[src/rtl/demux_1to16_capture.sv]
// demux_1to16_capture
//   Registered 1:16 demultiplexer. Rebuilds a serial bit stream into an
//   N_OUT-bit word and pulses out_valid when the word is complete.
//
//   Build option: define DEMUX_EXT_SEL_EN to take the target bit index from
//   in_sel (random access). When it is undefined, the index is the running
//   count (LSB first) and in_sel is ignored. The port list is the same in
//   both builds.
//
//   Ports
//     clk       in   rising-edge clock
//     rst_n     in   asynchronous active-low reset
//     start     in   begin a new frame (clears any partial capture)
//     in        in   serial data bit
//     in_valid  in   qualifies in / in_sel this cycle
//     in_sel    in   target bit index (random-access build only)
//     out       out  last completed word
//     out_valid out  one-cycle pulse, out updated this cycle
//     busy      out  frame being filled
//     sel_cnt   out  distinct bits captured in the current frame
module demux_1to16_capture #(
  parameter  int N_OUT = 16,
  parameter  int SEL_W = 4,
  // sel_cnt has to reach N_OUT itself, so it gets enough bits for that value.
  localparam int CNT_W = $clog2(N_OUT + 1)
) (
  input  logic             clk,
  input  logic             rst_n,
  input  logic             start,
  input  logic             in,
  input  logic             in_valid,
  input  logic [SEL_W-1:0] in_sel,
  output logic [N_OUT-1:0] out,
  output logic             out_valid,
  output logic             busy,
  output logic [CNT_W-1:0] sel_cnt
);

  localparam int IDX_W = (SEL_W > CNT_W) ? SEL_W : CNT_W;

  typedef enum logic [1:0] {IDLE, FILL, DONE} state_e;

  state_e           state_q, state_d;
  logic [N_OUT-1:0] shadow_q, shadow_d;
  logic [N_OUT-1:0] mask_q, mask_d;
  logic [N_OUT-1:0] out_q, out_d;
  logic [CNT_W-1:0] cnt_q, cnt_d;

  logic [IDX_W-1:0] idx;
  logic [N_OUT-1:0] idx_oh;
  logic             new_bit;

`ifdef DEMUX_EXT_SEL_EN
  assign idx = IDX_W'(in_sel);
`else
  assign idx = IDX_W'(cnt_q);
  logic unused_in_sel;
  assign unused_in_sel = ^in_sel;
`endif

  // One-hot target; an index at or beyond N_OUT shifts out to zero, so such
  // a bit touches nothing and is not counted.
  assign idx_oh  = N_OUT'(1) << idx;
  assign new_bit = |(idx_oh & ~mask_q);

  always_comb begin
    state_d  = state_q;
    shadow_d = shadow_q;
    mask_d   = mask_q;
    cnt_d    = cnt_q;
    out_d    = out_q;
    unique case (state_q)
      IDLE: begin
        if (start) begin
          state_d  = FILL;
          shadow_d = '0;
          mask_d   = '0;
          cnt_d    = '0;
        end
      end
      FILL: begin
        // start wins over a bit offered in the same cycle; that bit is lost.
        if (start) begin
          shadow_d = '0;
          mask_d   = '0;
          cnt_d    = '0;
        end else if (in_valid) begin
          shadow_d = (shadow_q & ~idx_oh) | ({N_OUT{in}} & idx_oh);
          mask_d   = mask_q | idx_oh;
          if (new_bit && cnt_q != CNT_W'(N_OUT)) cnt_d = cnt_q + 1'b1;
          // Completed word is loaded with the final bit so out is already
          // valid during the DONE cycle that raises out_valid.
          if (&mask_d) begin
            state_d = DONE;
            out_d   = shadow_d;
          end
        end
      end
      DONE: begin
        if (start) begin
          state_d  = FILL;
          shadow_d = '0;
          mask_d   = '0;
          cnt_d    = '0;
        end else begin
          state_d = IDLE;
        end
      end
      default: state_d = IDLE;
    endcase
  end

  always_ff @(posedge clk or negedge rst_n) begin
    if (!rst_n) begin
      state_q  <= IDLE;
      shadow_q <= '0;
      mask_q   <= '0;
      cnt_q    <= '0;
      out_q    <= '0;
    end else begin
      state_q  <= state_d;
      shadow_q <= shadow_d;
      mask_q   <= mask_d;
      cnt_q    <= cnt_d;
      out_q    <= out_d;
    end
  end

  assign out       = out_q;
  assign out_valid = (state_q == DONE);
  assign busy      = (state_q == FILL);
  assign sel_cnt   = cnt_q;

endmodule

[config.mk]
export PLATFORM = sky130hd
export DESIGN_NAME = demux_1to16_capture
export DESIGN_NICKNAME = d
export VERILOG_FILES = /design/src/rtl/demux_1to16_capture.sv
export SDC_FILE = /design/constraint.sdc
export NUM_CORES = 1
export LEC_CHECK = 0
export CAP_MARGIN = 0
export CORE_MARGIN = 4
export CORE_UTILIZATION = 40
export CTS_CLUSTER_SIZE = 16
export DETAILED_ROUTE_END_ITERATION = 8
export PLACE_DENSITY = 0.61
export SYNTH_ARGS = -nofsm -noshare
export SYNTH_HDL_FRONTEND = slang
export SYNTH_SLANG_ARGS = --single-unit
[constraint.sdc]
create_clock -name clk -period 3.95 [get_ports clk]
set_input_delay 0.395 -clock clk [delete_from_list [all_inputs] [get_ports clk]]
set_output_delay 0.395 -clock clk [all_outputs]
set_load 0.05 [all_outputs]
* Word level (Yosys, flattened, before mapping)
Index checks and enable logic that the tools add are counted.
Widths: inputs -> output; s select.
** Operators by class
- $add $sub $neg :: 1
- Equality and inequality tests :: 10
- Shift-type cells :: 1
- Muxes and demuxes :: 18
- Bitwise logic cells :: 8
- Reductions and logical operators :: 10
** Operator list (count)
- $mux 16 :: 5
- $pmux 16 s2 :: 2
- $and 16x16->16 :: 3
- $not 16->16 :: 2
- $or 16x16->16 :: 2
- $mux 5 :: 4
- $reduce_and 19->1 :: 1
- $reduce_and 16->1 :: 1
- $reduce_or 16->1 :: 1
- $shl 1x5->16 const A :: 1
- $pmux 5 s2 :: 1
- $mux 2 :: 4
- $reduce_and 4->1 :: 2
- $ne 2x2->1 const B :: 3
- $pmux 2 s3 :: 1
- $add 5x1->5 const B :: 1
- $ne 5x5->1 const B :: 1
- $ne 2x1->1 const B :: 2
- $ne 3x2->1 const B :: 1
- $ne 3x3->1 const B :: 1
- $reduce_and 3->1 :: 1
- $eq 2x1->1 const B :: 1
- $eq 2x2->1 const B :: 1
- $logic_not 2->1 :: 1
- 5 further kinds :: 5
** Storage, ports and cells
- Bits in registers :: 55
- Output and inout bits :: 23
- Logic and storage cells :: 53

* Logic depth before layout (Yosys ltp)
- Word-level depth :: 8
- Gate-level depth with buffers :: 12
- Mapped depth without buffers :: 8

* Least setup slack after synthesis
No wires, ideal clock.
- Kind :: flip-flop to flip-flop
- Start point :: register cnt_q[1] (netlist: sel_cnt[1])
- End point :: register out_q[10] (netlist: out[10])
- Library setup time :: 0.125 ns
- Data arrival time :: 2.500 ns
- Required time :: 3.825 ns
- Setup slack :: 1.325 ns
- Stages on the path, launching flop included :: 10
- Path buffers :: 2
- Period minus slack after synthesis :: 2.625 ns
- Path through :: dfrtp_1 -> ha_1 -> ha_1 -> a21oi_1 -> nor3_2 -> o211ai_1 -> or3_1 -> buf_6 -> buf_6 -> mux2_4
** On the way
- Cells in the longest elaborated chain, start to end :: 4
- Elaborated cells on any way between the ends :: 7
- Classes of those cells :: 1 x shift; 5 x bitwise; 1 x reduce/logical
** RTL lines
- from (decl) :: line 47 : logic [CNT_W-1:0] cnt_q, cnt_d;
- from (signal assigned) :: line 124 : cnt_q <= cnt_d;
- $shl 1x5->16 (*) :: line 63 : assign idx_oh = N_OUT'(1) << idx;
- parallel branches: the longest is 3 deep, another holds $reduce_and 19->1
- to (signal assigned) :: line 125 : out_q <= out_d;
- to (decl) :: line 46 : logic [N_OUT-1:0] out_q, out_d;
Every way passes the cells marked *.
A chain may end at the register's enable or synchronous reset.

* Final worst setup path
- Start point :: register cnt_q[2] (netlist: sel_cnt[2])
- End point :: register out_q[2] (netlist: out[2])
The elaborated chain is that of the path after synthesis.

==> flow_summary.ini <==
[run_status]
outcome = finished, final reports clean

[synth]
syn-cell-area_um2 = 2995
synth_ff_type = dfrtp_1
synth_nets = 306
netlist_instances = 291
syn_avg_cell_area_um2 = 10.29
yosysMostFrequentCell = dfrtp_1
synth_area_leaders = dfrtp_1 46%, mux2_2 7.9%, o21ai_0 6.0%
ys_warn_count = 0
synth_common_cells = 55 x dfrtp_1, 36 x o21ai_0, 31 x nand2_1, 21 x mux2_2, 20 x a21oi_1
ys_ff_latch = 55
synth_edf_count = 0
seq_area_frac_synth = 0.4595
synth_largest_area_cell = dfrtp_1
synth_top_area_share = 0.4595
ys_types = 45
async_flop_share = 1.000

[place]
place_congestion = 0.8346
pre_cts_slack_ns = 0.9302
port_buffers = 27
dp_hpwl_um = 4584

[sta]
worst_slack_ns = 0.9414
slew_headroom = 0.3449
finalCriticalPeriod_ns = 3.009
hold_violations = 0
drv_slew = 0
timing.final.crit_share = 0.7617
grt_setup_unrepaired = no
worst_clock_skew_ns = 0.01097
fmax_mhz = 332.4
worst_pin_slew_ns = 0.9827
setup_tns_ns = 0
setup_viol = 0

[worst_setup_path]
critical_path_class = reg2reg
cp-start-kind = flop
crit_path_max_fanout = 21
crit_cells = 6
worstPathRequired_ns = 4.16
crit_buf_inv = 0
max_stage_delay_ns = 0.79
end_kind = flop
crit_chain = ha_1, a21oi_1, nor3_2, o211ai_1, or3_1, mux2_1
arrival_ns = 3.22
crit_family = simple AND/OR/NAND/NOR gates
critPathSlowestCell = or3_1
r2r_cells = 6

[clock_network]
cts_buffers = 5
cts_tree = yes
cts_hold_buf = 0
cts_sinks = 55
clkTransAtPathRegs_ns = 0.10
cts_resized = 0
cts_max_level = 2
max-clock-path-buffers = 2
root_buffer = clkbuf_8
clk_latency_ns = 0.32
post-cts-setup-buffers = 0

[floorplan]
ios = 32
die-width_um = 94.54
die-area_um2 = 8937
die-height_um = 94.54
core-area_um2 = 7253
initial_core_util = 0.4130
num_rows = 31

[global_route]
grt_overflow = 0
grt_first_pass_wirelength_um = 11150
grt_pass1_vias = 2184
track_usage = 0.1598
grt_max_degree = 56
grt_antenna_before_repair = 0

[flow_run]
drv_cap = 0

[routing]
vias = 2184
ant_nets = 0
routed_wl_um = 6529
route.detailed.wl_per_inst_um = 15.81
post_drt_via_cell_ratio = 5.288
dr.pass1.iters = 4
drc = 0
first_iter_violations = 186

[cells_and_area]
layout-drive-gt1-share = 0.1624
syn_to_final_growth_pct = 14.12
layout.nets = 328
diodes = 0

[worst_hold_path]
hold_class = in2async

[pwr]
p_per_area_nw_per_um2 = 354.4
power.leakage_nw = 1.537
ir_worst_vdd_mv = 0.1826
-- per-layer routing --
layer / up-vias / track usage / wire length [um]
li1: 1077 / - / -
met1: 1047 / 0.2253 / 3081
met2: 49 / 0.2559 / 3056
met3: 11 / 0.02789 / 272
met4: 0 / 0.03966 / 118
met5: - / 0 / 0
-- metrics by stage --
stage / area [um^2] / utilization / power [mW] / cells / hold slack (ns)
2_1_floorplan: 2995 / - / 0.8066 / 291 / 0.09941
3_3_place_gp: 3319 / 0.4577 / 0.8889 / 405 / 0.4764
3_5_place_dp: 3319 / 0.4577 / 0.8961 / 405 / 0.4814
4_1_cts: 3418 / 0.4713 / 1.227 / 413 / 0.2335
5_1_grt: 3418 / 0.4713 / 1.281 / 413 / 0.2777
6_report: 3418 / 0.4713 / 1.211 / 413 / 0.2025
-- cell families (layout without fill, tap and decap cells) --
logic type | after synthesis | in the layout | share of synthesized area
adder cells (fa/ha/maj) | 6 | 6 | 0.02506
flip-flops | 55 | 55 | 0.4595
AO/OA/AOI/OAI | 82 | 82 | 0.1617
AND/OR/NAND/NOR | 75 | 75 | 0.1316
buffers and inverters | 31 | 54 | 0.05305
multiplexers | 42 | 42 | 0.1692
-- cell usage in the layout (no fill, tap or decap), types with 2 or more instances in the layout --
| cell type | count |
|---|---|
| mux2_2 | 21 |
| nand2_1 | 31 |
| nand3_1 | 6 |
| a32oi_1 | 4 |
| ha_1 | 6 |
| mux2i_1 | 3 |
| mux2_1 | 8 |
| and2b_1 | 2 |
| or3_1 | 2 |
| clkdlybuf4s50_1 | 26 |
| o22ai_1 | 6 |
| a21o_1 | 2 |
| buf_4 | 6 |
| a22o_1 | 3 |
| nor2_1 | 9 |
| nor3_2 | 2 |
| nor3_1 | 3 |
| a21oi_1 | 20 |
| dfrtp_1 | 55 |
| o21ai_0 | 36 |
| mux2_4 | 10 |
| clkbuf_8 | 6 |
| nand2b_1 | 2 |
| nor2b_1 | 8 |
| inv_1 | 13 |
| nand4b_1 | 2 |
-- flip-flops by register name, summed over array words and instances (netlist names) --
signal and count:
mask_q 16, out 16, sel_cnt 5, shadow_q 16
state_q 2
-- power by group --
part	leakage [nW]	internal [mW]	switching, mW	total [mW]
combinational	0.730	0.105	0.171	0.276
sequential	0.760	0.581	0.0239	0.605
clock	0.0474	0.143	0.187	0.330
total	1.54	0.830	0.381	1.21
-- final timing paths --
| check | from | to | slack [ns] |
|---|---|---|---|
| setup / recovery | sel_cnt[2] | out[2] | 0.94 |
| hold / removal | rst_n | sel_cnt[0] | 0.20 |
| setup reg to reg | sel_cnt[2] | out[2] | 0.94 |
| hold reg to reg | state_q[1] | state_q[0] | 0.50 |
| max in group asynchronous | rst_n | state_q[0] | 3.27 |
| min in group clk | state_q[1] | state_q[0] | 0.50 |
-- layout make-up --
class | count | area, um^2
timing repair buffer | 33 | 310.3
clock inverter | 2 | 16.27
inverter | 13 | 48.80
clock buffer | 6 | 82.58
fill | 691 | 3835
multi-input combinational | 205 | 1460
sequential | 55 | 1376
tap | 99 | 123.9
Power figures use the tool's default switching activity.
==> variant, RTL diff (config.mk and constraints unchanged) <==
Reset style: synchronous (`rst_n`), changed in one clocked block. Comments in the files are not updated.
--- a/src/rtl/demux_1to16_capture.sv
+++ b/src/rtl/demux_1to16_capture.sv
@@ -110,7 +110,7 @@
     endcase
   end
 
-  always_ff @(posedge clk or negedge rst_n) begin
+  always_ff @(posedge clk) begin
     if (!rst_n) begin
       state_q  <= IDLE;
       shadow_q <= '0;
Check against the original RTL: differs if rst_n is asserted again (counterexample within 4 cycles, from zero or initial values and one cycle with rst_n low); with rst_n held inactive, the same outputs for 10 cycles.
==> variant against the original RTL <==
  * Cell area fell by 6.0%
  * Via count up 12%
  * Synthesized area down 5.1%
  * Routed wire length up 7.9%
  * Setup slack gained 0.0022 ns
  * Sequential share of layout area shrank 6.0 points
  * Sequential cell count is the same
  * Critical endpoint is now out[12]
  * Highest routed layer unchanged
Power is not compared: it rests on default switching activity, and its combinational part moved more than twofold at a synthesized area within 25%.
==> variant: results (changes against the original RTL) <==
largest net degree at the start of global routing 33 (was 56); commonest register cell after synthesis sky130_fd_sc_hd__dfxtp_1 (was sky130_fd_sc_hd__dfrtp_1); # fillers 673 (was 691); most frequent cell after synthesis sky130_fd_sc_hd__dfxtp_1 (was sky130_fd_sc_hd__dfrtp_1); via total after detailed routing 2450 (was 2184); worst setup path end out[12] (was out[2]); P_leak 1.27 nW; number of gates given a new drive strength after cts 0 (unchanged); yosys synthesis warning count 0 (unchanged); detailed router's first-iteration violation count 186 (unchanged); routability cong. 0.851 (was 0.835); Antenna Diode Count 0 (unchanged); total nets after synthesis 344 (was 306); maximum clock path buffer count 2 (unchanged); number of enable-type register cells in the synthesized netlist 0 (unchanged); worst setup path startpoint sel_cnt[2] (unchanged); maximum clock skew at final layout 0.00622 ns (was 0.0110 ns); clock latency on the worst-skew pair 0.31 ns; VDD IR-drop max 180 uV; worst slew margin relative to its limit 29.6% (was 34.5%); number of clock buffers inserted by TritonCTS 5 (unchanged); Seq/Total Area, Yosys 38.7% (was 45.9%); most frequent cells after synthesis 55 x sky130_fd_sc_hd__dfxtp_1, 40 x sky130_fd_sc_hd__nor2_1, 27 x sky130_fd_sc_hd__a22oi_1, 25 x sky130_fd_sc_hd__nand2_1, 21 x sky130_fd_sc_hd__o21ai_0 (was 55 x sky130_fd_sc_hd__dfrtp_1, 36 x sky130_fd_sc_hd__o21ai_0, 31 x sky130_fd_sc_hd__nand2_1, 21 x sky130_fd_sc_hd__mux2_2, 20 x sky130_fd_sc_hd__a21oi_1); largest fanout of any net on the critical path 32 (was 21); maximum level of the CTS H-tree 2 (unchanged); via count of the first global-routing pass 2237 (was 2184); result of the run finished, final reports clean (unchanged); initial antenna violation count 0 (unchanged); Reg2Reg Setup Slack 0.94 ns (about the same); Register-to-Register Path Depth 8 (was 6); # port buffers 27 (unchanged); Async S/R FF share, synth 0% (was 100%); number of setup buffers added after CTS 0 (unchanged); final WL 7.04 mm (was 6.53 mm); hpwl dp 4.63 mm (was 4.58 mm); first-pass GRT wire length 11.7 mm (was 11.2 mm); synth unique cells 49 (was 45); cell types occupying the most area after synthesis sky130_fd_sc_hd__dfxtp_1 39%, sky130_fd_sc_hd__a22oi_1 7.1%, sky130_fd_sc_hd__mux2i_1 6.7% (was sky130_fd_sc_hd__dfrtp_1 46%, sky130_fd_sc_hd__mux2_2 7.9%, sky130_fd_sc_hd__o21ai_0 6.0%); total routing usage reported by global routing 17.1% (was 16.0%); clk slew on worst S/H paths 0.10 ns (about the same); Initial DRT Pass Iterations 5 (was 4); buffer cell driving the clock tree root sky130_fd_sc_hd__clkbuf_8 (unchanged); worst min-delay path category register to register (was input pin to async pin); arrival time of the worst setup path 3.22 ns (about the same); Setup TNS Final 0 ns (unchanged); final-stage net count 353 (was 328); share of layout cells above drive strength 1 6.19% (was 16.2%)
## variant: worst max-delay path: stages, from the launching register on
cell,delay [ns]
sky130_fd_sc_hd__dfxtp_1,0.82
sky130_fd_sc_hd__ha_1,0.35
sky130_fd_sc_hd__and3b_1,0.30
sky130_fd_sc_hd__o22ai_1,0.13
sky130_fd_sc_hd__nor4_1,0.45
sky130_fd_sc_hd__and4_1,0.25
sky130_fd_sc_hd__buf_4,0.31
sky130_fd_sc_hd__nand3_1,0.13
sky130_fd_sc_hd__o211a_1,0.15
## variant: cells by family after synthesis
| kind of cell | Yosys count | synth area share (%) |
|---|---|---|
| buffers and inverters | 41 | 6.73 |
| multiplexers | 22 | 7.88 |
| adder cells (fa/ha/maj) | 6 | 2.64 |
| AO/OA/AOI/OAI | 94 | 24.4 |
| flip-flops | 55 | 38.7 |
| AND/OR/NAND/NOR | 111 | 19.6 |
## variant: per-stage QoR
stage               std cells  power, W  instance area (um^2)  worst slack (ns)
global placement          427  0.000634                  3120              1.02
finish                    435  0.000955                  3210             0.944
detailed placement        427  0.000635                  3120              1.00
CTS                       435  0.000966                  3210             0.980
floorplan                 329  0.000614                  2840              1.35
global route              435  0.000994                  3210             0.782
## variant: metal layers
metal	vias up	track usage (%)	share of wire (%)
met4	0	5.32	1.2
met1	1164	24.2	49
li1	1201	-	-
met3	10	3.25	5.4
met2	75	26.3	44
met5	-	0	0
## variant: where the power goes
group	internal [W]	switching [W]	total, W	leakage, nW
logic	0.0000175	0.0000464	0.0000639	0.778
registers	0.000556	0.00000230	0.000558	0.443
clock network	0.000144	0.000189	0.000333	0.0484
## variant: worst min-delay path by stage
stage	startpoint	end	slack, ns	depth (start not counted)
floorplan	mask_q[13]	mask_q[13]	0.45	2
global placement	mask_q[13]	mask_q[13]	0.47	2
detailed placement	shadow_q[12]	shadow_q[12]	0.48	2
CTS	out[7]	out[7]	0.51	1
global route	out[9]	out[9]	0.52	1
finish	out[7]	out[7]	0.50	1
## variant: final cells by class
class / count / share of cell area (%)
clock buffers: 7 / 2.69
clock inverters: 1 / 0.273
inverters: 12 / 1.40
multi-input cells: 233 / 48.3
flip-flops and latches: 55 / 34.3
well taps: 96 / 3.74
repair buffers: 31 / 9.35
